===== src/rtl/time_setter.sv =====
// Time-edit front end for the clock display: captures the live time, lets the
// user step hours and minutes in two-digit BCD, and pulses load on confirm.
module time_setter #(
   parameter int HOUR_MAX = 23,
   parameter int MIN_MAX  = 59
) (
   input  logic       clk,
   input  logic       rst,
   input  logic [1:0] en_pause,
   input  logic       btn_mode,
   input  logic       btn_inc,
   input  logic       btn_dec,
   input  logic [3:0] cur_h1,
   input  logic [3:0] cur_h0,
   input  logic [3:0] cur_m1,
   input  logic [3:0] cur_m0,
   output logic       set,
   output logic [3:0] init_value_h1,
   output logic [3:0] init_value_h0,
   output logic [3:0] init_value_m1,
   output logic [3:0] init_value_m0,
   output logic       load,
   output logic       field
);

   typedef enum logic [1:0] {IDLE, EDIT_H, EDIT_M, COMMIT} state_t;

   localparam logic [3:0] H_TENS  = 4'(HOUR_MAX / 10);
   localparam logic [3:0] H_UNITS = 4'(HOUR_MAX % 10);
   localparam logic [3:0] M_TENS  = 4'(MIN_MAX / 10);
   localparam logic [3:0] M_UNITS = 4'(MIN_MAX % 10);

   state_t     state, next_state;
   logic       set_d, load_d, field_d;
   logic [7:0] hour_d, min_d;
   logic       edit_ok, step_inc, step_dec;

   // Increment with wrap; anything at or beyond max (or non-BCD) lands on 00.
   function automatic logic [7:0] bcd_inc(input logic [3:0] tens, input logic [3:0] units,
                                          input logic [3:0] max_tens, input logic [3:0] max_units);
      logic below_max;
      below_max = (tens <= 4'd9) && (units <= 4'd9) &&
                  ((tens < max_tens) || ((tens == max_tens) && (units < max_units)));
      if (!below_max)
         return 8'h00;
      if (units == 4'd9)
         return {tens + 4'd1, 4'd0};
      return {tens, units + 4'd1};
   endfunction

   // Decrement with wrap; 00 and any illegal value land on max.
   function automatic logic [7:0] bcd_dec(input logic [3:0] tens, input logic [3:0] units,
                                          input logic [3:0] max_tens, input logic [3:0] max_units);
      logic legal;
      legal = (tens <= 4'd9) && (units <= 4'd9) &&
              ((tens < max_tens) || ((tens == max_tens) && (units <= max_units)));
      if (!legal || ((tens == 4'd0) && (units == 4'd0)))
         return {max_tens, max_units};
      if (units == 4'd0)
         return {tens - 4'd1, 4'd9};
      return {tens, units - 4'd1};
   endfunction

   assign edit_ok  = (en_pause == 2'b01);
   // Mode wins over inc/dec, and inc together with dec cancels out.
   assign step_inc = btn_inc & ~btn_dec & ~btn_mode;
   assign step_dec = btn_dec & ~btn_inc & ~btn_mode;

   always_ff @(posedge clk or posedge rst) begin
      if (rst)
         state <= IDLE;
      else
         state <= next_state;
   end

   always_comb begin
      next_state = state;
      case (state)
         IDLE:    if (btn_mode && edit_ok) next_state = EDIT_H;
         EDIT_H: begin
            if (!edit_ok)      next_state = IDLE;
            else if (btn_mode) next_state = EDIT_M;
         end
         EDIT_M: begin
            if (!edit_ok)      next_state = IDLE;
            else if (btn_mode) next_state = COMMIT;
         end
         COMMIT:  next_state = IDLE;
         default: next_state = IDLE;
      endcase
   end

   always_comb begin
      hour_d  = {init_value_h1, init_value_h0};
      min_d   = {init_value_m1, init_value_m0};
      set_d   = (next_state != IDLE);
      load_d  = (next_state == COMMIT);
      field_d = (next_state == EDIT_M) || (next_state == COMMIT);
      case (state)
         IDLE: begin
            if (btn_mode && edit_ok) begin
               hour_d = {cur_h1, cur_h0};
               min_d  = {cur_m1, cur_m0};
            end
         end
         EDIT_H: begin
            if (edit_ok && step_inc)
               hour_d = bcd_inc(init_value_h1, init_value_h0, H_TENS, H_UNITS);
            else if (edit_ok && step_dec)
               hour_d = bcd_dec(init_value_h1, init_value_h0, H_TENS, H_UNITS);
         end
         EDIT_M: begin
            if (edit_ok && step_inc)
               min_d = bcd_inc(init_value_m1, init_value_m0, M_TENS, M_UNITS);
            else if (edit_ok && step_dec)
               min_d = bcd_dec(init_value_m1, init_value_m0, M_TENS, M_UNITS);
         end
         default: ;
      endcase
   end

   always_ff @(posedge clk or posedge rst) begin
      if (rst) begin
         set           <= 1'b0;
         load          <= 1'b0;
         field         <= 1'b0;
         init_value_h1 <= 4'd0;
         init_value_h0 <= 4'd0;
         init_value_m1 <= 4'd0;
         init_value_m0 <= 4'd0;
      end else begin
         set           <= set_d;
         load          <= load_d;
         field         <= field_d;
         init_value_h1 <= hour_d[7:4];
         init_value_h0 <= hour_d[3:0];
         init_value_m1 <= min_d[7:4];
         init_value_m0 <= min_d[3:0];
      end
   end

endmodule


===== config.mk =====
export PLATFORM = sky130hd
export DESIGN_NAME = time_setter
export DESIGN_NICKNAME = d
export VERILOG_FILES = /design/src/rtl/time_setter.sv
export SDC_FILE = /design/constraint.sdc
export NUM_CORES = 1
export LEC_CHECK = 0
export CAP_MARGIN = 20
export CORE_ASPECT_RATIO = 1.5
export CORE_MARGIN = 2
export CORE_UTILIZATION = 40
export CTS_CLUSTER_SIZE = 8
export DETAILED_ROUTE_END_ITERATION = 16
export PLACE_DENSITY_LB_ADDON = 0.25
export SYNTH_ARGS = -nofsm -noshare
export SYNTH_HDL_FRONTEND = slang
export SYNTH_SLANG_ARGS = --single-unit

===== constraint.sdc =====
create_clock -name clk -period 2.75 [get_ports clk]
set_clock_uncertainty 0.1 [all_clocks]
set_input_delay 0.55 -clock clk [delete_from_list [all_inputs] [get_ports clk]]
set_output_delay 0.55 -clock clk [all_outputs]
set_load 0.01 [all_outputs]

# Word level (Yosys, flattened, before mapping)
# Index checks and enable logic that the tools add are counted.
[totals]
reg_bits = 21
input_bits = 23
output_inout_bits = 19
wordCells = 147
[classes]
addsub = 8
order_cmp = 9
eq_ne = 17
mux = 62
bitwise = 7
n_reduce_logical = 36
[ops]
columns = ["cell", "count"]
rows = [
  ["two-way mux 8 bit", 22],
  ["two-way mux 1 bit", 32],
  ["one-hot mux 8 bit (2 select lines)", 2],
  ["adder 4 x 1 -> 4 bit, second input constant", 4],
  ["<= comparator 4 bit, second input constant", 4],
  ["logical NOT 4 bit", 4],
  ["!= test 4 bit, second input constant", 4],
  ["subtractor 4 x 1 -> 4 bit, second input constant", 4],
  ["logical AND 1 bit", 15],
  ["two-way mux 2 bit", 5],
  ["AND reduction 5 bit", 2],
  ["equality test 2 bit, second input constant", 4],
  ["equality test 4 bit, second input constant", 2],
  ["less-than comparator 4 x 2 -> 1 bit, second input constant", 2],
  ["one-hot mux 2 bit (4 select lines)", 1],
  ["logical OR 1 bit", 7],
  ["!= test 3 bit, second input constant", 2],
  ["AND reduction 3 bit", 2],
  ["nonzero test 2 bit", 3],
  ["AND 1 bit", 4],
  ["equality test 2 x 1 -> 1 bit, second input constant", 2],
  ["equality test 4 x 2 -> 1 bit, second input constant", 1],
  ["equality test 4 x 3 -> 1 bit, second input constant", 1],
  ["<= comparator 4 x 2 -> 1 bit, second input constant", 1],
  ["6 further kinds", 9],
]

# Longest topological paths before layout
# Gate-level depths: netlist of the first run.
[logic_depth]
depth_word = 19
mapped_depth = 8
ltp_nobuf = 7

# Worst setup path before layout of the first run
# Ideal clock, no wire load.
[synth_path]
path_type = "register -> register"
startpoint = "reg init_value_h1[1]"
endpoint = "reg init_value_h0[3]"
setup_time_ns = 0.066
arrival_time_ns = 2.223
required_ns = 2.584
setup_slack_ns = 0.361
stages_incl_launch_ff = 8
n_path_buf = 1
period_less_slack_ns = 2.389
cell_sequence = "dfrtp_1 -> ha_1 -> or3b_2 -> a221oi_2 -> buf_2 -> nand2_1 -> o311ai_0 -> a22o_1"
[synth_between]
elab_chain_cells = 14
elab_cells_between_ends = 26
classes_between = "order compare (2); eq/ne (1); mux (12); reduce/logical (11)"
[synth_rtl]
columns = ["item", "line", "source"]
rows = [
  ["start: declaration", "18", "output logic [3:0] init_value_h1,"],
  ["start signal: assignment", "135", "init_value_h1 <= hour_d[7:4];"],
  ["branches (longest 12 deep; another with <= comparator 4 bit)", "n/a", ""],
  ["two-way mux 8 bit (*)", "107", "if (edit_ok && step_inc)"],
  ["one-hot mux 8 bit (2 select lines) (*)", "99", "case (state)"],
  ["end signal: assignment", "136", "init_value_h0 <= hour_d[3:0];"],
  ["end: declaration", "19", "output logic [3:0] init_value_h0,"],
]
# Every way passes the cells marked *. The select of a mux whose other input is x is not followed.
# A chain may end at the register's enable or synchronous reset.

# Worst setup path in the final report of the first run
[layout_path]
startpoint = "reg init_value_h1[0]"
endpoint = "reg init_value_h1[2]"
[layout_between]
elab_chain_cells = 14
elab_cells_between_ends = 35
classes_between = "add/sub (2); order compare (2); eq/ne (3); mux (16); reduce/logical (12)"
[layout_rtl]
columns = ["item"]
rows = [
  ["branches (longest 14 deep; another with <= comparator 4 bit)"],
]
# Parallel ways; which one is timed is not known. The select of a mux whose other input is x is not followed.

==> reports/results.txt, run 1 <==
Outcome: completed
Synth-to-Final Area Change: 33.83%
Period minus WS final: 2.655 ns
Die area: 5625 µm²
Ports: 42
Routed len/inst: 16.19 µm
Drt total wl: 6.086 mm
Sequential share of power: 0.259
N_diodes: 0
Final core occ: 0.5554
Max FO, Critical Path: 6
Combinational Power Share: 0.567
Critical path type: register to register
Routability congestion estimate: 0.9845
Post-synthesis instance total: 256
Num rows: 31
Hold Path Class: register to register
Register area share after synthesis: 0.2488
Yosys top cell area share: 0.2488
Pwr Total: 1.750 mW
Post-route DRC: 0
Global Route Usage Sum: 0.2270
Worst Path Arrival: 2.72 ns
PwrDens: 649.7 nW/µm²
First-pass GRT wire length: 9.936 mm
Post-cts resize count: 0
Largest net degree at the start of global routing: 21
Worst R2R Setup Slack: 0.09 ns
Number of global-route vias before repair: 2,130
RSZ-0062 raised after global routing: false
Crit end category: register
Crit-path max cell delay: 0.48 ns
Placeable Area: 4848 µm²
Max_cap viols: 0
GRT overflow: 0
Number of hold buffers added after CTS: 0
TNS Setup: 0 ns
Synthesized area per cell: 7.859 µm²
Most common flop cell mapped by yosys: dfrtp_1
Placed insts: 372
DP HPWL: 4.682 mm
Share of layout cells above drive strength 1: 0.1581
Final max-slew violation count: 0
Antenna violations before repair: 0
Yosys warnings: 0
Post-CTS setup buffer count: 0
Switching power total: 0.7230 mW
Die width: 61.91 µm
Cell Count, Final, Fillers Out: 376
Initial Util: 0.4150
Die height: 90.86 µm
ANT nets after route: 0
H-Tree Depth: 1
EDFF count, synth: 0
Yosys reg bits: 20
Sw frac: 0.4133
Fmax: 376.6 MHz
Area leader, netlist: dfrtp_1
Cell variety after synth: 63
CTS Buf Count: 3
Nets: 341
DR iter-0 viols: 238
CTS clk-pin slew, worst paths: 0.08 ns
Worst slew pin tran: 0.8077 ns
Buffers on Ports: 41
# setup viols final: 0
Max VDD drop: 0.3837 mV
Post-synth ARST share: 1.000
Period utilisation layout: 0.9656
Drt first pass iters: 4
CTS tree: built
Critical-path cell list: inv_1, ha_1, or3b_2, a221oi_2, o211ai_1, and2_0, buf_4, a22o_1
CP max stage cell: a221oi_2
Mapped Area: 2012 µm²
Worst EP required: 2.81 ns
Clk buf depth: 2
Clock Power Share: 0.174
Syn Nets: 286
Max-slew headroom: 0.4610
Top cells by area, synth: dfrtp_1 25%, ha_1 4.4%, nor4_1 4.0%, o21ai_0 4.0%, nor2_1 3.9%
CP Launch Type: register
CTS root buffer: clkbuf_8
Cell-internal power: 1.026 mW
Leakage: 1.075 nW
TritonCTS Sinks: 20
Vias: 2,248
Clock latency on the worst-skew pair: 0.27 ns
Number of vias per cell: 5.979
Fin. Hold Viols: 0
## synth_stat cells (all sizes together), types with 7 or more instances
cell / n
dfrtp: 20
buf: 7
a21oi: 12
o211ai: 7
ha: 7
nor2: 21
a211oi: 10
nor4: 13
nor3: 9
inv: 13
o21ai: 17
nand2b: 9
clkbuf: 12
nand2: 19
## layout by cell type, fill, tap and decap left out, types with 3 or more instances in the layout
| cell type | synthesis | layout |
|---|---|---|
| mux2i_1 | 3 | 3 |
| o311a_1 | 3 | 3 |
| nand3_1 | 3 | 3 |
| a2111oi_0 | 3 | 3 |
| inv_1 | 13 | 13 |
| nor3_1 | 9 | 9 |
| a211oi_1 | 10 | 10 |
| or2_2 | 3 | 3 |
| nand2b_1 | 8 | 8 |
| clkbuf_8 | 0 | 3 |
| nor2_1 | 21 | 21 |
| nor4_1 | 13 | 13 |
| clkdlybuf4s50_1 | 0 | 41 |
| o211ai_1 | 7 | 7 |
| dfrtp_1 | 20 | 20 |
| ha_1 | 7 | 7 |
| nor2b_1 | 4 | 4 |
| a21oi_1 | 12 | 12 |
| nand2_1 | 18 | 18 |
| buf_4 | 3 | 28 |
| o21ai_0 | 16 | 16 |
| mux2_2 | 3 | 3 |
| a22o_1 | 3 | 3 |
| or3_1 | 4 | 4 |
## worst paths after layout
path,from,endpoint,cells past startpoint
worst max-delay path,init_value_h1[0]$_DFFE_PP0P_,init_value_h1[2]$_DFFE_PP0P_,8
worst min-delay path,init_value_h1[0]$_DFFE_PP0P_,init_value_h1[0]$_DFFE_PP0P_,2
worst max register to register,init_value_h1[0]$_DFFE_PP0P_,init_value_h1[2]$_DFFE_PP0P_,8
worst min register to register,init_value_h1[0]$_DFFE_PP0P_,init_value_h1[0]$_DFFE_PP0P_,2
max in group asynchronous,rst,init_value_m0[3]$_DFFE_PP0P_,2
min in group asynchronous,rst,init_value_h1[3]$_DFFE_PP0P_,2
## power groups by stage
stage,Combinational (mW),Clock (mW),Sequential [mW]
2_1_floorplan,0.544,0,0.489
3_3_place_gp,0.979,0,0.456
3_5_place_dp,0.983,0,0.459
4_1_cts,0.987,0.308,0.454
5_1_grt,1.09,0.315,0.465
6_report,0.992,0.305,0.453
## routing by layer
metal,GRT usage,wire [µm],vias to the layer above
li1,-,-,1084
met1,0.2736,2433,1074
met2,0.4061,3284,76
met3,0.01719,240,14
met4,0.06738,127,0
met5,0,0,-
## through the flow
step / instance area (µm²) / setup WS (ns) / hold WS [ns]
finish: 2693 / 0.09465 / 0.5115
global route: 2693 / 0.007572 / 0.5489
CTS: 2693 / 0.1365 / 0.5134
detailed placement: 2621 / 0.03542 / 0.4956
global placement: 2621 / 0.02855 / 0.4668
floorplan: 2012 / 0.3605 / 0.4138
## cell families (layout without fill, tap and decap cells)
group	count (synthesis)	count (layout)	share of synthesized area
flip-flops	20	20	0.2488
buffers and inverters	32	86	0.07089
AO/OA/AOI/OAI	84	84	0.3035
XOR/XNOR	3	3	0.01306
adder cells (fa/ha/maj)	7	7	0.04353
multiplexers	6	6	0.03172
AND/OR/NAND/NOR	104	104	0.2886
## flip-flops by register name, indices dropped and copies added, names as in the netlist
register / cells
init_value_m1: 4
state: 1
field: 1
init_value_m0: 4
init_value_h0: 4
init_value_h1: 4
set: 1
load: 1
## cell type report
| class | count | area [µm²] |
|---|---|---|
| clock buffer | 3 | 41.29 |
| clock inverter | 1 | 30.03 |
| fill | 477 | 2156 |
| inverter | 13 | 48.80 |
| multi-input combinational | 204 | 1369 |
| sequential | 20 | 500.5 |
| tap | 66 | 82.58 |
| timing repair buffer | 69 | 620.6 |
## worst max-delay path: cells and delay by family (launching register included)
kind | cells | cell delay, ns
simple gates | 2 | 0.70
fa+ha+maj | 1 | 0.17
compound gates | 3 | 0.93
flops | 1 | 0.39
buf+inv | 2 | 0.26
No activity file was read; power rests on OpenSTA's default activity.
==> run 2, diff against run 1 <==
--- a/config.mk
+++ b/config.mk
@@ -11,7 +11,9 @@
 export CORE_UTILIZATION = 40
 export CTS_CLUSTER_SIZE = 8
 export DETAILED_ROUTE_END_ITERATION = 16
+export GPL_TIMING_DRIVEN = 0
 export PLACE_DENSITY_LB_ADDON = 0.25
+export REMOVE_ABC_BUFFERS = 1
 export SYNTH_ARGS = -nofsm -noshare
 export SYNTH_HDL_FRONTEND = slang
 export SYNTH_SLANG_ARGS = --single-unit
==> run 2 against run 1 <==
- first-iteration DRC count fell by 48%
- die area did not move
- combinational power fell by 16%
- utilization fell by 3.3 points
- critical path depth fell by 2
- hold slack improved by 0.010 ns
- critical endpoint is now init_value_m0[3]$_DFFE_PP0P_
- largest cell class unchanged
- highest routed layer unchanged
==> reports/results.txt, run 2 (synthesized netlist as in run 1, its figures left out) <==
Outcome: completed
Hold Path Class: register to register
CP Launch Type: input port
R2R depth: 7
CTS Buf Count: 3
Final core occ: 0.5226
Clock latency on the worst-skew pair: 0.26 ns
Period utilisation layout: 0.9410
Worst r2r dst: init_value_h0[3]$_DFFE_PP0P_
Antenna violations before repair: 0
Max-slew headroom: 0.4328
Sequential share of power: 0.337
Switching power total: 0.7127 mW
Crit-path max cell delay: 0.44 ns
RSZ-0062 raised after global routing: false
CP top delay family: simple AND/OR/NAND/NOR gates
Critical path type: input port to register
Cell-internal power: 0.9001 mW
Number of vias per cell: 6.207
Worst EP required: 2.81 ns
Routed len/inst: 16.32 µm
Placed insts: 345
Commonest non-fill, non-tap cell in the layout: clkdlybuf4s50_1
N_diodes: 0
Worst R2R Setup Slack: 0.18 ns
WHS Endpoint: init_value_h1[3]$_DFFE_PP0P_
CTS tree: built
CP max stage cell: clkdlybuf4s50_1
Buffers on Ports: 41
CTS root buffer: clkbuf_8
Final max-slew violation count: 0
Fmax: 386.4 MHz
Clock Power Share: 0.143
TNS Setup: 0 ns
First-pass GRT wire length: 9.591 mm
TritonCTS Sinks: 20
Sw frac: 0.4419
H-Tree Depth: 1
Commonest non-fill, non-tap cells in the layout: 40 x clkdlybuf4s50_1, 20 x nor2_1, 20 x dfrtp_1
Min-Delay Startpoint: init_value_h1[3]$_DFFE_PP0P_
Die height: 90.86 µm
Initial Util: 0.4150
Cell Count, Final, Fillers Out: 352
Drt first pass iters: 4
Num rows: 31
Global Route Usage Sum: 0.2176
Max VDD drop: 0.5529 mV
Vias: 2,185
GRT overflow: 0
CTS clk-pin slew, worst paths: 0.08 ns
Largest net degree at the start of global routing: 21
Share of layout cells above drive strength 1: 0.1049
Max_cap viols: 0
Reg-to-Reg Start: init_value_h1[1]$_DFFE_PP0P_
ANT nets after route: 0
Critical-path cell list: clkdlybuf4s50_1, and4bb_2, nand2_4, or3_1, o311a_1, a211oi_1
Number of hold buffers added after CTS: 0
Worst Path Arrival: 2.65 ns
Drt total wl: 5.743 mm
Hold Path Depth: 2
PwrDens: 636.5 nW/µm²
Fin. Hold Viols: 0
Period minus WS final: 2.588 ns
Worst slew pin tran: 0.8443 ns
Post-route DRC: 0
Die width: 61.91 µm
Placeable Area: 4848 µm²
Crit end category: register
Ports: 42
Number of global-route vias before repair: 2,083
Max FO, Critical Path: 19
Pwr Total: 1.613 mW
Nets: 317
Combinational Power Share: 0.519
Clk buf depth: 2
Synth-to-Final Area Change: 25.93%
Die area: 5625 µm²
DR iter-0 viols: 124
Leakage: 0.9642 nW
DP HPWL: 4.091 mm
Bufs and invs on worst path: 1
Routability congestion estimate: 0.8498
# setup viols final: 0
run 2: layer usage:
| layer | global-route usage | vias to the layer above | part of all wire | wire length [µm] |
|---|---|---|---|---|
| met3 | 0.02579 | 16 | 0.057 | 325 |
| met5 | 0 | - | 0 | 0 |
| met2 | 0.3675 | 89 | 0.51 | 2955 |
| met1 | 0.2689 | 1047 | 0.40 | 2316 |
| met4 | 0.08333 | 0 | 0.025 | 146 |
| li1 | - | 1033 | - | - |
run 2: what timing repair did:
action / CTS / global route
cloned: 0 / 0
pin swaps: 1 / 0
setup endpoints to repair: 15 / 6
gates resized for setup: 8 / 3
buffers inserted: 3 / 0
run 2: power by group through the flow:
stage	clock [mW]	combinational [mW]	sequential (mW)
2_1_floorplan	0	0.471	0.529
5_1_grt	0.248	0.925	0.562
6_report	0.231	0.838	0.544
3_3_place_gp	0	0.772	0.545
4_1_cts	0.232	0.826	0.543
3_5_place_dp	0	0.787	0.543
run 2: per-stage QoR:
| stage | hold WS (ns) | instance area (µm²) | setup WS (ns) |
|---|---|---|---|
| 2_1_floorplan | 0.4138 | 1918 | 0.1124 |
| 3_3_place_gp | 0.4947 | 2411 | -0.6966 |
| 3_5_place_dp | 0.5073 | 2416 | -0.6979 |
| 4_1_cts | 0.5184 | 2524 | 0.04234 |
| 5_1_grt | 0.5375 | 2534 | 0.01104 |
| 6_report | 0.5214 | 2534 | 0.1622 |
run 2: how the worst max path moves through the flow:
| stage | from | endpoint | slack [ns] | cells after the start |
|---|---|---|---|---|
| finish | btn_dec | init_value_m0[3]$_DFFE_PP0P_ | 0.16 | 6 |
| global route | btn_mode | init_value_h1[1]$_DFFE_PP0P_ | 0.01 | 6 |
| CTS | btn_dec | init_value_m0[3]$_DFFE_PP0P_ | 0.04 | 6 |
| detailed placement | btn_mode | init_value_m1[1]$_DFFE_PP0P_ | -0.70 | 6 |
| global placement | btn_mode | init_value_m1[1]$_DFFE_PP0P_ | -0.70 | 6 |
| floorplan | init_value_h1[1]$_DFFE_PP0P_ | init_value_h1[1]$_DFFE_PP0P_ | 0.11 | 6 |
run 2: worst reg2reg max path: cells and delay by family, from the launching register on:
family,cells,cell delay [ns]
flops,1,0.56
fa+ha+maj,1,0.23
simple gates,2,0.56
buf+inv,1,0.20
compound gates,3,0.87
run 2: area by class of cell:
cell class / count / area (µm²)
repair buffers: 45 / 436.7
fillers: 471 / 2315
clock buffers: 4 / 55.05
well taps: 66 / 82.58
multi-input cells: 204 / 1410
inverters: 13 / 48.80
flip-flops and latches: 20 / 500.5
==> run 3, diff against run 2 <==
--- a/config.mk
+++ b/config.mk
@@ -7,7 +7,6 @@
 export LEC_CHECK = 0
 export CAP_MARGIN = 20
 export CORE_ASPECT_RATIO = 1.5
-export CORE_MARGIN = 2
 export CORE_UTILIZATION = 40
 export CTS_CLUSTER_SIZE = 8
 export DETAILED_ROUTE_END_ITERATION = 16
==> run 3 against run 2 <==
- fmax is 0.70% higher
- first-iteration DRC count is 36% lower
- power is 0.11% higher
- die area is 5.4% lower
- sequential cell count stayed put
- critical path type is now register to register
- largest cell class unchanged
- largest power group unchanged
- highest routed layer unchanged
==> reports/results.txt, run 3 (synthesized netlist as in run 1, its figures left out) <==
Outcome: completed
Switching power total: 0.7140 mW
CTS tree: built
DP HPWL: 4.070 mm
GRT overflow: 0
Antenna violations before repair: 0
CTS root buffer: clkbuf_8
CTS Buf Count: 3
Critical-path cell list: ha_1, or3b_2, a221oi_4, buf_4, a21o_1, a31oi_1, mux2_2
Commonest non-fill, non-tap cells in the layout: 40 x clkdlybuf4s50_1, 20 x nor2_1, 20 x dfrtp_1
Post-route DRC: 0
TritonCTS Sinks: 20
Critical path type: register to register
PwrDens: 635.0 nW/µm²
TNS Setup: 0 ns
DR iter-0 viols: 79
# setup viols final: 0
Fmax: 389.1 MHz
Combinational Power Share: 0.518
Global Route Usage Sum: 0.2274
Max_cap viols: 0
N_diodes: 0
First-pass GRT wire length: 9.328 mm
Drt total wl: 5.681 mm
Die area: 5323 µm²
Fin. Hold Viols: 0
Drt first pass iters: 4
Vias: 2,160
Initial Util: 0.4150
Buffers on Ports: 41
Sw frac: 0.4422
CTS clk-pin slew, worst paths: 0.08 ns
Placed insts: 345
Crit end category: register
Placeable Area: 4848 µm²
Period minus WS final: 2.570 ns
Sequential share of power: 0.339
H-Tree Depth: 1
Clock latency on the worst-skew pair: 0.26 ns
CP Launch Type: register
Max VDD drop: 0.4882 mV
Max-slew headroom: 0.4539
Die height: 88.86 µm
Bufs and invs on worst path: 1
CP max stage cell: dfrtp_1
Routed len/inst: 16.19 µm
Number of vias per cell: 6.154
Fill count: 495
Period utilisation layout: 0.9345
Cell-internal power: 0.9006 mW
Final core occ: 0.5244
Synth-to-Final Area Change: 26.37%
Final max-slew violation count: 0
Num rows: 31
Crit-path max cell delay: 0.57 ns
RSZ-0062 raised after global routing: false
Die width: 59.91 µm
Pwr Total: 1.615 mW
Largest net degree at the start of global routing: 21
Ports: 42
Hold slack: 0.5183 ns
Worst Path Arrival: 2.62 ns
Worst slew pin tran: 0.8182 ns
Routability congestion estimate: 0.8695
Worst EP required: 2.80 ns
CP top delay family: compound AO/OA/AOI/OAI gates
Max FO, Critical Path: 9
Commonest non-fill, non-tap cell in the layout: clkdlybuf4s50_1
Cell Count, Final, Fillers Out: 351
Clk buf depth: 2
Number of global-route vias before repair: 2,070
Leakage: 0.9692 nW
Clock Power Share: 0.143
Hold Path Class: register to register
ANT nets after route: 0
Share of layout cells above drive strength 1: 0.1018
Nets: 316
run 3: final timing paths:
path | slack, ns | cells past startpoint | startpoint | end
setup / recovery | 0.18 | 7 | init_value_h1[1]$_DFFE_PP0P_ | init_value_h1[1]$_DFFE_PP0P_
hold / removal | 0.52 | 2 | init_value_h1[3]$_DFFE_PP0P_ | init_value_h1[3]$_DFFE_PP0P_
setup reg to reg | 0.18 | 7 | init_value_h1[1]$_DFFE_PP0P_ | init_value_h1[1]$_DFFE_PP0P_
hold reg to reg | 0.52 | 2 | init_value_h1[3]$_DFFE_PP0P_ | init_value_h1[3]$_DFFE_PP0P_
max in group asynchronous | 1.39 | 2 | rst | init_value_h0[0]$_DFFE_PP0P_
min in group asynchronous | 0.65 | 2 | rst | init_value_h1[3]$_DFFE_PP0P_
run 3: routing by layer:
layer,part of all wire,wire [µm],global-route usage,vias to the layer above
met5,0,0,0,-
met4,0.022,123,0.1015,0
met3,0.043,244,0.02193,11
met2,0.51,2921,0.4000,63
met1,0.42,2393,0.2738,1047
li1,-,-,-,1039
run 3: timing repair:
item                                    CTS  global route
gates cloned                              0             0
pin swaps                                 1             0
hold buffers                              0             0
endpoints found under the hold margin     0             0
gates resized for setup                   7             5
endpoints found under the setup margin   15            11
buffers inserted                          2             0
run 3: final cells by class:
cell class,instances,area (µm²),area share
flip-flops and latches,20,500.5,0.1969
inverters,13,48.80,0.01919
multi-input cells,204,1423,0.5595
clock buffers,4,55.05,0.02165
well taps,66,82.58,0.03248
repair buffers,44,432.9,0.1703
run 3: worst min-delay path, delay by kind of cell, from the launching register on:
| family | cells | cell delay [ns] |
|---|---|---|
| DFF | 1 | 0.43 |
| AOI/OAI and AO/OA | 1 | 0.06 |
| buffers and inverters | 1 | 0.09 |
run 3: through the flow:
step / worst slack (ns) / area, µm²
final: 0.1802 / 2542
after detailed placement: -0.6576 / 2416
after CTS: 0.05969 / 2517
after floorplan: 0.1124 / 1918
after global routing: 0.04671 / 2542
after global placement: -0.6839 / 2411
run 3: power groups by stage:
stage               sequential, mW  combinational (mW)  clock (mW)
floorplan                    0.529               0.471           0
global placement             0.546               0.771           0
detailed placement           0.549               0.791           0
CTS                          0.547               0.823       0.235
global route                 0.570               0.926       0.248
finish                       0.548               0.837       0.230
